===== src/rtl/cache_port_arbiter_if.sv =====
// Bundle of the two slot request/response channels, the single cache port and the statistics outputs.
// The arbiter takes the slave view; the slot load/store units and the cache together form the master side.
interface cache_port_arbiter_if #(
    parameter int ADDR_W = 16,
    parameter int DATA_W = 64,
    parameter int CNT_W  = 16
);
    logic              req0_valid;
    logic              req0_we;
    logic [ADDR_W-1:0] req0_addr;
    logic [DATA_W-1:0] req0_wdata;
    logic              req0_ready;
    logic              req1_valid;
    logic              req1_we;
    logic [ADDR_W-1:0] req1_addr;
    logic [DATA_W-1:0] req1_wdata;
    logic              req1_ready;

    logic              rsp0_valid;
    logic [DATA_W-1:0] rsp0_rdata;
    logic              rsp1_valid;
    logic [DATA_W-1:0] rsp1_rdata;

    logic [ADDR_W-1:0] cache_read_addr;
    logic [ADDR_W-1:0] cache_write_addr;
    logic [DATA_W-1:0] cache_write_data;
    logic              cache_readEnable;
    logic              cache_writeEnable;
    logic [DATA_W-1:0] cache_read_data;

    logic [CNT_W-1:0]  stat_reads;
    logic [CNT_W-1:0]  stat_writes;

    modport master (
        output req0_valid, req0_we, req0_addr, req0_wdata,
        output req1_valid, req1_we, req1_addr, req1_wdata,
        output cache_read_data,
        input  req0_ready, req1_ready,
        input  rsp0_valid, rsp0_rdata, rsp1_valid, rsp1_rdata,
        input  cache_read_addr, cache_write_addr, cache_write_data,
        input  cache_readEnable, cache_writeEnable,
        input  stat_reads, stat_writes
    );

    modport slave (
        input  req0_valid, req0_we, req0_addr, req0_wdata,
        input  req1_valid, req1_we, req1_addr, req1_wdata,
        input  cache_read_data,
        output req0_ready, req1_ready,
        output rsp0_valid, rsp0_rdata, rsp1_valid, rsp1_rdata,
        output cache_read_addr, cache_write_addr, cache_write_data,
        output cache_readEnable, cache_writeEnable,
        output stat_reads, stat_writes
    );
endinterface


===== src/rtl/cache_port_arbiter.sv =====
// Round-robin front end sharing one 64-bit cache port between two VLIW load/store slots.
// Each operation runs IDLE (accept) -> ISSUE (cache strobe) -> CAPT (capture), then pulses a response.
module cache_port_arbiter #(
    parameter int ADDR_W = 16,
    parameter int DATA_W = 64,
    parameter int CNT_W  = 16
) (
    input logic               clk,
    input logic               rst,
    cache_port_arbiter_if.slave bus
);
    typedef enum logic [1:0] {
        IDLE  = 2'd0,
        ISSUE = 2'd1,
        CAPT  = 2'd2
    } state_t;

    state_t            r_state;
    state_t            w_nextState;

    logic              r_lastGrant;
    logic              r_opWe;
    logic              r_opOwner;
    logic [ADDR_W-1:0] r_opAddr;
    logic [DATA_W-1:0] r_opWdata;
    logic              r_rspValid0;
    logic              r_rspValid1;
    logic [DATA_W-1:0] r_rspRdata0;
    logic [DATA_W-1:0] r_rspRdata1;
    logic [CNT_W-1:0]  r_statReads;
    logic [CNT_W-1:0]  r_statWrites;

    logic              w_anyValid;
    logic              w_grant1;
    logic              w_ready0;
    logic              w_ready1;
    logic              w_accept;
    logic              w_readEn;
    logic              w_writeEn;
    logic              w_acceptWe;

    // On a tie the slot that did not win last time gets the port; ready is withheld during reset.
    always_comb begin
        w_nextState = r_state;
        w_ready0    = 1'b0;
        w_ready1    = 1'b0;
        w_readEn    = 1'b0;
        w_writeEn   = 1'b0;
        w_anyValid  = bus.req0_valid | bus.req1_valid;
        w_grant1    = bus.req1_valid & (~bus.req0_valid | ~r_lastGrant);
        case (r_state)
            IDLE: begin
                if (w_anyValid && !rst) begin
                    w_ready0    = ~w_grant1;
                    w_ready1    = w_grant1;
                    w_nextState = ISSUE;
                end
            end
            ISSUE: begin
                w_readEn    = ~r_opWe;
                w_writeEn   = r_opWe;
                w_nextState = CAPT;
            end
            CAPT: begin
                w_nextState = IDLE;
            end
            default: begin
                w_nextState = IDLE;
            end
        endcase
    end

    assign w_accept   = w_ready0 | w_ready1;
    assign w_acceptWe = w_grant1 ? bus.req1_we : bus.req0_we;

    always_ff @(posedge clk) begin
        if (rst) begin
            r_state      <= IDLE;
            r_lastGrant  <= 1'b1;
            r_opWe       <= 1'b0;
            r_opOwner    <= 1'b0;
            r_opAddr     <= '0;
            r_opWdata    <= '0;
            r_rspValid0  <= 1'b0;
            r_rspValid1  <= 1'b0;
            r_rspRdata0  <= '0;
            r_rspRdata1  <= '0;
            r_statReads  <= '0;
            r_statWrites <= '0;
        end else begin
            r_state     <= w_nextState;
            r_rspValid0 <= 1'b0;
            r_rspValid1 <= 1'b0;
            if (w_accept) begin
                r_opWe      <= w_acceptWe;
                r_opOwner   <= w_grant1;
                r_opAddr    <= w_grant1 ? bus.req1_addr : bus.req0_addr;
                r_opWdata   <= w_grant1 ? bus.req1_wdata : bus.req0_wdata;
                r_lastGrant <= w_grant1;
                if (w_acceptWe) begin
                    r_statWrites <= r_statWrites + CNT_W'(1);
                end else begin
                    r_statReads <= r_statReads + CNT_W'(1);
                end
            end
            // Cache read data is valid during CAPT, so it is captured on the CAPT exit edge.
            if (r_state == CAPT) begin
                if (r_opOwner) begin
                    r_rspValid1 <= 1'b1;
                    if (!r_opWe) begin
                        r_rspRdata1 <= bus.cache_read_data;
                    end
                end else begin
                    r_rspValid0 <= 1'b1;
                    if (!r_opWe) begin
                        r_rspRdata0 <= bus.cache_read_data;
                    end
                end
            end
        end
    end

    // The cache indexes on the read address even for stores, so both addresses carry the op address.
    assign bus.req0_ready        = w_ready0;
    assign bus.req1_ready        = w_ready1;
    assign bus.rsp0_valid        = r_rspValid0;
    assign bus.rsp1_valid        = r_rspValid1;
    assign bus.rsp0_rdata        = r_rspRdata0;
    assign bus.rsp1_rdata        = r_rspRdata1;
    assign bus.cache_read_addr   = r_opAddr;
    assign bus.cache_write_addr  = r_opAddr;
    assign bus.cache_write_data  = r_opWdata;
    assign bus.cache_readEnable  = w_readEn;
    assign bus.cache_writeEnable = w_writeEn;
    assign bus.stat_reads        = r_statReads;
    assign bus.stat_writes       = r_statWrites;
endmodule

===== src/flat_wrapper.sv =====
// flat-port wrapper written by rule: the top's interface ports become plain ports
module cache_port_arbiter_flat 
#(
    parameter int ADDR_W = 16,
    parameter int DATA_W = 64,
    parameter int CNT_W  = 16
)
  (clk, rst, bus_req0_valid, bus_req0_we, bus_req0_addr, bus_req0_wdata, bus_req1_valid, bus_req1_we, bus_req1_addr, bus_req1_wdata, bus_cache_read_data, bus_req0_ready, bus_req1_ready, bus_rsp0_valid, bus_rsp0_rdata, bus_rsp1_valid, bus_rsp1_rdata, bus_cache_read_addr, bus_cache_write_addr, bus_cache_write_data, bus_cache_readEnable, bus_cache_writeEnable, bus_stat_reads, bus_stat_writes);
  cache_port_arbiter_if #(.ADDR_W(ADDR_W), .DATA_W(DATA_W), .CNT_W(CNT_W)) bus_i ();
  input logic clk;
  input logic rst;
  input wire logic [$bits(bus_i.req0_valid)-1:0] bus_req0_valid;
  input wire logic [$bits(bus_i.req0_we)-1:0] bus_req0_we;
  input wire logic [$bits(bus_i.req0_addr)-1:0] bus_req0_addr;
  input wire logic [$bits(bus_i.req0_wdata)-1:0] bus_req0_wdata;
  input wire logic [$bits(bus_i.req1_valid)-1:0] bus_req1_valid;
  input wire logic [$bits(bus_i.req1_we)-1:0] bus_req1_we;
  input wire logic [$bits(bus_i.req1_addr)-1:0] bus_req1_addr;
  input wire logic [$bits(bus_i.req1_wdata)-1:0] bus_req1_wdata;
  input wire logic [$bits(bus_i.cache_read_data)-1:0] bus_cache_read_data;
  output wire logic [$bits(bus_i.req0_ready)-1:0] bus_req0_ready;
  output wire logic [$bits(bus_i.req1_ready)-1:0] bus_req1_ready;
  output wire logic [$bits(bus_i.rsp0_valid)-1:0] bus_rsp0_valid;
  output wire logic [$bits(bus_i.rsp0_rdata)-1:0] bus_rsp0_rdata;
  output wire logic [$bits(bus_i.rsp1_valid)-1:0] bus_rsp1_valid;
  output wire logic [$bits(bus_i.rsp1_rdata)-1:0] bus_rsp1_rdata;
  output wire logic [$bits(bus_i.cache_read_addr)-1:0] bus_cache_read_addr;
  output wire logic [$bits(bus_i.cache_write_addr)-1:0] bus_cache_write_addr;
  output wire logic [$bits(bus_i.cache_write_data)-1:0] bus_cache_write_data;
  output wire logic [$bits(bus_i.cache_readEnable)-1:0] bus_cache_readEnable;
  output wire logic [$bits(bus_i.cache_writeEnable)-1:0] bus_cache_writeEnable;
  output wire logic [$bits(bus_i.stat_reads)-1:0] bus_stat_reads;
  output wire logic [$bits(bus_i.stat_writes)-1:0] bus_stat_writes;
  assign bus_i.req0_valid = bus_req0_valid;
  assign bus_i.req0_we = bus_req0_we;
  assign bus_i.req0_addr = bus_req0_addr;
  assign bus_i.req0_wdata = bus_req0_wdata;
  assign bus_i.req1_valid = bus_req1_valid;
  assign bus_i.req1_we = bus_req1_we;
  assign bus_i.req1_addr = bus_req1_addr;
  assign bus_i.req1_wdata = bus_req1_wdata;
  assign bus_i.cache_read_data = bus_cache_read_data;
  assign bus_req0_ready = bus_i.req0_ready;
  assign bus_req1_ready = bus_i.req1_ready;
  assign bus_rsp0_valid = bus_i.rsp0_valid;
  assign bus_rsp0_rdata = bus_i.rsp0_rdata;
  assign bus_rsp1_valid = bus_i.rsp1_valid;
  assign bus_rsp1_rdata = bus_i.rsp1_rdata;
  assign bus_cache_read_addr = bus_i.cache_read_addr;
  assign bus_cache_write_addr = bus_i.cache_write_addr;
  assign bus_cache_write_data = bus_i.cache_write_data;
  assign bus_cache_readEnable = bus_i.cache_readEnable;
  assign bus_cache_writeEnable = bus_i.cache_writeEnable;
  assign bus_stat_reads = bus_i.stat_reads;
  assign bus_stat_writes = bus_i.stat_writes;
  cache_port_arbiter #(.ADDR_W(ADDR_W), .DATA_W(DATA_W), .CNT_W(CNT_W)) u_core (.clk(clk), .rst(rst), .bus(bus_i));
endmodule

===== config.mk =====
export PLATFORM = sky130hd
export DESIGN_NAME = cache_port_arbiter_flat
export DESIGN_NICKNAME = d
export VERILOG_FILES = /design/src/rtl/cache_port_arbiter_if.sv /design/src/rtl/cache_port_arbiter.sv /design/src/flat_wrapper.sv
export SDC_FILE = /design/constraint.sdc
export NUM_CORES = 1
export LEC_CHECK = 0
export ABC_AREA = 1
export CORE_AREA = 2 2 194 196
export CTS_BUF_LIST = sky130_fd_sc_hd__clkbuf_8
export DETAILED_ROUTE_END_ITERATION = 6
export DIE_AREA = 0 0 196 198
export PLACE_DENSITY_LB_ADDON = 0.1
export SLEW_MARGIN = 20
export SYNTH_ARGS = -nofsm -noshare
export SYNTH_HDL_FRONTEND = slang
export SYNTH_SLANG_ARGS = --single-unit

===== constraint.sdc =====
create_clock -name clk -period 1.28 [get_ports clk]
set_input_delay 0.256 -clock clk [delete_from_list [all_inputs] [get_ports clk]]
set_output_delay 0.256 -clock clk [all_outputs]
set_load 0.02 [all_outputs]

==> results of run 1 <==
metrics by stage:
stage	instance area, um^2	util (%)	total power, W	setup slack, ns	hold WS (ns)
finish	18400	49.7	0.0198	-0.443	0.252
global route	18400	49.7	0.0208	-0.518	0.231
global placement	16000	43.3	0.0119	-0.751	0.453
floorplan	10300	-	0.00993	0.00218	0.391
CTS	18300	49.4	0.0201	-0.535	0.202
detailed placement	16000	43.3	0.0119	-0.753	0.455
repair_timing:
action | in CTS | in global routing
resized for setup | 1850 | 25
buffers inserted | 35 | 2
endpoints found under the setup margin | 505 | 506
gates cloned | 9 | 1
pin swaps | 6 | 4
area by class of cell:
cell class,instances,area [um^2]
sequential,247,5290
inverter,23,119
multi-input combinational,1109,4790
timing repair buffer,613,6670
clock inverter,24,136
tap,474,593
clock buffer,56,771
fill,3688,18600
state kept, by name, summed over array words and instances, names as in the netlist:
| signal | flops |
|---|---|
| u_core.bus.cache_write_data | 64 |
| u_core.bus.rsp0_rdata | 64 |
| u_core.bus.rsp1_rdata | 64 |
| u_core.bus.cache_read_addr | 16 |
| u_core.bus.stat_reads | 16 |
| u_core.bus.stat_writes | 16 |
| u_core.r_state | 2 |
| u_core.bus.rsp0_valid | 1 |
| u_core.bus.rsp1_valid | 1 |
| u_core.r_lastGrant | 1 |
| u_core.r_opOwner | 1 |
| u_core.r_opWe | 1 |
critical path: stages (launching register included):
cell,delay (ns)
dfxtp_4,0.36
nor2_4,0.09
nand2_4,0.06
buf_8,0.12
nor2_4,0.12
buf_6,0.14
per-layer routing:
metal | global-route usage [%] | up-vias
li1 | - | 5769
met1 | 24.9 | 5246
met2 | 36.8 | 377
met3 | 7.34 | 77
met4 | 7.35 | 0
met5 | 0 | -
report_power, final:
part,internal [W],switching [W],leakage (nW)
Sequential,0.00808,0.000263,2.12
Combinational,0.00202,0.00188,5.61
Clock,0.00415,0.00340,0.524
Total,0.0142,0.00554,8.26
kinds of logic after synthesis:
logic type | count (synthesis) | share of synthesized area (%)
AOI/OAI and AO/OA | 246 | 12.1
xor gates and xnor gates | 6 | 0.513
adders and majority gates | 2 | 0.244
buffers and inverters | 131 | 6.66
DFF | 247 | 48.3
and+or+nand+nor | 855 | 32.2
worst max path at each step:
stage / cells past startpoint / endpoint / slack, ns / startpoint
after floorplan: 6 / bus_req1_ready / 0.002 / rst
after global placement: 6 / bus_req1_ready / -0.75 / bus_req1_valid
after detailed placement: 9 / u_core.bus.stat_writes[1] / -0.75 / bus_req1_valid
after CTS: 5 / bus_req0_ready / -0.53 / u_core.r_state[0]
after global routing: 5 / bus_req0_ready / -0.52 / u_core.r_state[0]
final: 5 / bus_req0_ready / -0.44 / u_core.r_state[0]
layout by cell type, fill, tap and decap left out, drive strengths merged, types with 4 or more instances in the layout:
cell type and instances:
clkdlybuf4s50 228, nand3b 5, dfxtp 247, xor2 4
buf 379, a21oi 109, clkinv 4, nor2 325
clkbuf 57, o21ai 135, inv 40, nand2 505
nand3 19, bufbuf 5
==> run summary, run 1 <==
CTS H-tree depth: 2
Worst Tran Pin Value: 0.501 ns
Cells after Synth: 1487
post-synth cell types: 23
Worst setup SP type: flip-flop
syn_nets: 1719
met1 wire length: 17300 um
setup TNS: -52.52 ns
pins over their slew limit: 0
worst r2r src: u_core.r_state[1]
Synth top area share: 48.3%
Synth top cells by count: nand2_1 (502), nor2_1 (320), dfxtp_1 (247)
first-pass GRT wire length: 65200 um
I/O pin total: 492
flop2flop setup slack: -0.32 ns
Post-Layout Cell Count: 2546
Initial Util: 27.7%
Die ar.: 38800 um^2
fin nets: 2271
Hold Crit Class: in2reg
flops & latches, synth: 247
Synth Flop Type: dfxtp_1
final RePlAce weighted congestion: 0.810
CORE AREA: 37000 um^2
Synth Cell Area: 10200 um^2
CP Data Required Time: 1.02 ns
final setup fails: 368
YS warnings: 0
Worst Path Max Fanout: 3
row count: 71
register area share after synthesis: 48.3%
DR WL met3: 3800 um
post-synthesis average cell area: 6.88 um^2
Slew HR: 66.6%
most frequent cell after synthesis: nand2_1
GR Overflow Total: 0
hold path start: rst
Final ANT Viol Nets: 0
Num CTS Buffers: 45
Max-cap violations: 0
highest metal used: met4
Crit. End Element: primary output
largest net degree at the start of global routing: 54
CTS Root Buffer Type: clkbuf_8
failing checks: setup timing
Vias: 11500
Starting DRT DRC Count: 463
Cell Count Post-Placement: 2420
P&R area growth vs syn: 79.4%
# clock sinks: 247
CTS max path bufs: 3
Clk Latency, worst-skew pair: 0.58 ns
share of layout cells above drive strength 1: 36.0%
largest cells by area after synthesis: dfxtp_1 (48%), nand2_1 (18%), nor2_1 (12%)
drt first pass iters: 5
number of buffers added on ports: 491
Post-DP HPWL: 29400 um
initial antenna violation count: 0
Max IR drop VDD: 0.584 mV
Worst Hold End: u_core.bus.cache_write_data[21]
clock slew at reported path FFs: 0.06 ns
Clock Skew: 0.0257 ns
die extent in x: 196 um
Critical Path AT: 1.47 ns
Die Y: 198 um
# DRC: 0
Static Leak: 8.26 nW
ys async rst share: 0%
vias per cell: 4.50
power per cell area: 1080 nW/um^2
drt total wl: 43000 um
GRT Util Overall: 21.4%
Final Worst Setup Slack: -0.443 ns
final period utilization: 135%
vias in the first global route: 11400
wire per inst: 16.9 um
CP Class: reg2out
status: finished, violations left
Final min period: 1.72 ns
reg2reg path depth: 9
Hold Crit Depth: 3
RR Endpoint: u_core.bus.rsp0_rdata[6]
Synth area leader: dfxtp_1
Post-synth EDFFs: 0
CTS Hold Bufs: 0
CTS tree: yes
fmax: 0.580 GHz
final hold vios: 0
ANT cells: 0
WL met2: 20600 um
RSZ-0062 raised after global routing: true
Note: power is estimated with default switching activity, not from simulation.
==> run 2, diff against run 1 <==
SETUP_SLACK_MARGIN = 0.15   (was default)
==> run summary, run 2 (synthesis results as in run 1) <==
pins over their slew limit: 0 (unchanged)
Hold Crit Class: in2reg (unchanged)
GR Overflow Total: 0 (unchanged)
share of layout cells above drive strength 1: 48.5% (was 36.0%)
most common cell after layout, fill and taps aside: nand2_1 (unchanged)
Worst Path Max Fanout: 8 (was 3)
Final min period: 1.86 ns (was 1.72 ns)
wire per inst: 18.5 um (was 16.9 um)
die extent in x: 196 um (unchanged)
Die Y: 198 um (unchanged)
final hold vios: 0 (unchanged)
first-pass GRT wire length: 70600 um (was 65200 um)
vias in the first global route: 12100 (was 11400)
drt first pass iters: 4 (was 5)
Crit. End Element: flip-flop (was primary output)
# clock sinks: 247 (unchanged)
final setup fails: 382 (was 368)
status: finished, violations left (unchanged)
Critical Path AT: 2.27 ns (was 1.47 ns)
Clock Skew: 0.0196 ns (was 0.0257 ns)
Worst Tran Pin Value: 0.640 ns (was 0.501 ns)
area post-placement: 16200 um^2 (was 16000 um^2)
drt total wl: 48600 um (was 43000 um)
fin nets: 2340 (was 2271)
Static Leak: 9.32 nW (was 8.26 nW)
CP Class: reg2reg (was reg2out)
P&R area growth vs syn: 107% (was 79.4%)
vias per cell: 4.60 (was 4.50)
Post-Layout Cell Count: 2619 (was 2546)
failing checks: setup timing (unchanged)
final RePlAce weighted congestion: 0.876 (was 0.810)
final period utilization: 145% (was 135%)
hold slack: 0.288 ns (was 0.252 ns)
CTS Root Buffer Type: clkbuf_8 (unchanged)
fin util: 57.3% (was 49.7%)
Num CTS Buffers: 47 (was 45)
Initial Util: 27.7% (unchanged)
Max-cap violations: 0 (unchanged)
number of buffers added on ports: 491 (unchanged)
I/O pin total: 492 (unchanged)
power per cell area: 1030 nW/um^2 (was 1080 nW/um^2)
CTS max path bufs: 3 (unchanged)
Finished Cell Area: 21200 um^2 (was 18400 um^2)
setup TNS: -111.42 ns (was -52.52 ns)
slowest cell delay on critical path: 0.33 ns (was 0.36 ns)
RSZ-0062 raised after global routing: true (unchanged)
clock slew at reported path FFs: 0.06 ns (about the same)
Max IR drop VDD: 0.705 mV (was 0.584 mV)
# DRC: 0 (unchanged)
Final Worst Setup Slack: -0.578 ns (was -0.443 ns)
CTS H-tree depth: 2 (unchanged)
GRT Util Overall: 23.6% (was 21.4%)
Clk Latency, worst-skew pair: 0.56 ns (was 0.58 ns)
row count: 71 (unchanged)
Worst setup SP type: flip-flop (unchanged)
Die ar.: 38800 um^2 (unchanged)
Slew HR: 57.3% (was 66.6%)
CORE AREA: 37000 um^2 (unchanged)
CP Data Required Time: 1.69 ns (was 1.02 ns)
Post-DP HPWL: 29200 um (was 29400 um)
CP Cell Sequence: nor2_4 -> nand2_4 -> buf_12 -> buf_6 -> buf_6 -> buf_6 -> buf_12 -> buf_16 -> buf_12 -> buf_16 -> nand2_2 -> a21oi_1 (was nor2_4 -> nand2_4 -> buf_8 -> nor2_4 -> buf_6)
initial antenna violation count: 6 (was 0)
Fill cells: 3389 (was 3688)
Cell Count Post-Placement: 2412 (was 2420)
largest net degree at the start of global routing: 99 (was 54)
Starting DRT DRC Count: 464 (was 463)
Final ANT Viol Nets: 0 (unchanged)
fmax: 0.538 GHz (was 0.580 GHz)
commonest non-fill, non-tap cells in the layout: nand2_1 (398), buf_6 (269), nor2_1 (249), clkdlybuf4s50_1 (228), dfxtp_2 (214) (was nand2_1 (492), nor2_1 (314), buf_6 (257), dfxtp_2 (230), clkdlybuf4s50_1 (228))
CTS tree: yes (unchanged)
critical path's slowest cell: dfxtp_2 (was dfxtp_4)
Vias: 12100 (was 11500)
==> run 2: cell types whose count changed in the layout (fill, tap and decap cells not counted), moves of 39 or more <==
| cell | change |
|---|---|
| nand2_1 | -94 |
| nor2_1 | -65 |
| nand2_4 | +51 |
| nor2_2 | +46 |
| nand2_2 | +42 |
| a21oi_1 | -39 |
| a21oi_2 | +39 |
| o21ai_0 | -39 |
==> run 2: stage by stage <==
stage | setup WS (ns) | total power (W)
floorplan | 0.0436 | 0.00999
global placement | -0.753 | 0.0120
detailed placement | -0.751 | 0.0120
CTS | -0.603 | 0.0216
global route | -0.631 | 0.0227
finish | -0.578 | 0.0218
==> run 2: critical path: cells and delay by family (launching register included) <==
kind / cells / cell delay, ns
flip-flops: 1 / 0.33
AND/OR/NAND/NOR: 3 / 0.27
buffers and inverters: 8 / 1.03
AO/OA/AOI/OAI: 1 / 0.05
==> run 2: worst paths after layout <==
kind                                         from                              end  slack [ns]  depth (start not counted)
setup reg to reg                u_core.r_state[1]  u_core.bus.cache_write_data[35]       -0.58                         12
setup / recovery                u_core.r_state[1]  u_core.bus.cache_write_data[35]       -0.58                         12
hold reg to reg   u_core.bus.cache_write_data[47]  u_core.bus.cache_write_data[47]        0.45                          2
hold / removal            bus_cache_read_data[56]        u_core.bus.rsp1_rdata[56]        0.29                          3
==> run 2: area by class of cell <==
| class | instances | area [um^2] | share of cell area, % |
|---|---|---|---|
| Sequential cell | 247 | 5310 | 25.1 |
| Clock buffer | 62 | 853 | 4.03 |
| Antenna cell | 5 | 12.5 | 0.0591 |
| Clock inverter | 19 | 141 | 0.668 |
| Tap cell | 474 | 593 | 2.80 |
| Inverter | 23 | 135 | 0.638 |
| Multi-Input combinational cell | 1110 | 5850 | 27.6 |
| Timing Repair Buffer | 679 | 8280 | 39.1 |
==> run 2: layer usage <==
metal	GRT usage, %	share of wire, %	up-vias
met2	41.2	49	417
met3	8.41	8.4	95
met5	0	0.027	-
met1	25.8	38	5569
met4	10.4	4.0	2
li1	-	-	5975
==> run 2: repair_timing <==
item,CTS,global route
setup endpoints to repair,505,508
gates cloned,34,12
gates resized for setup,1987,239
buffers inserted,58,17
hold buffers,0,0
pin swaps,45,96
==> run 2: power by group <==
group	switching [W]	internal (W)	total (W)
combinational	0.00243	0.00276	0.00519
sequential	0.000303	0.00805	0.00836
clock	0.00354	0.00472	0.00826
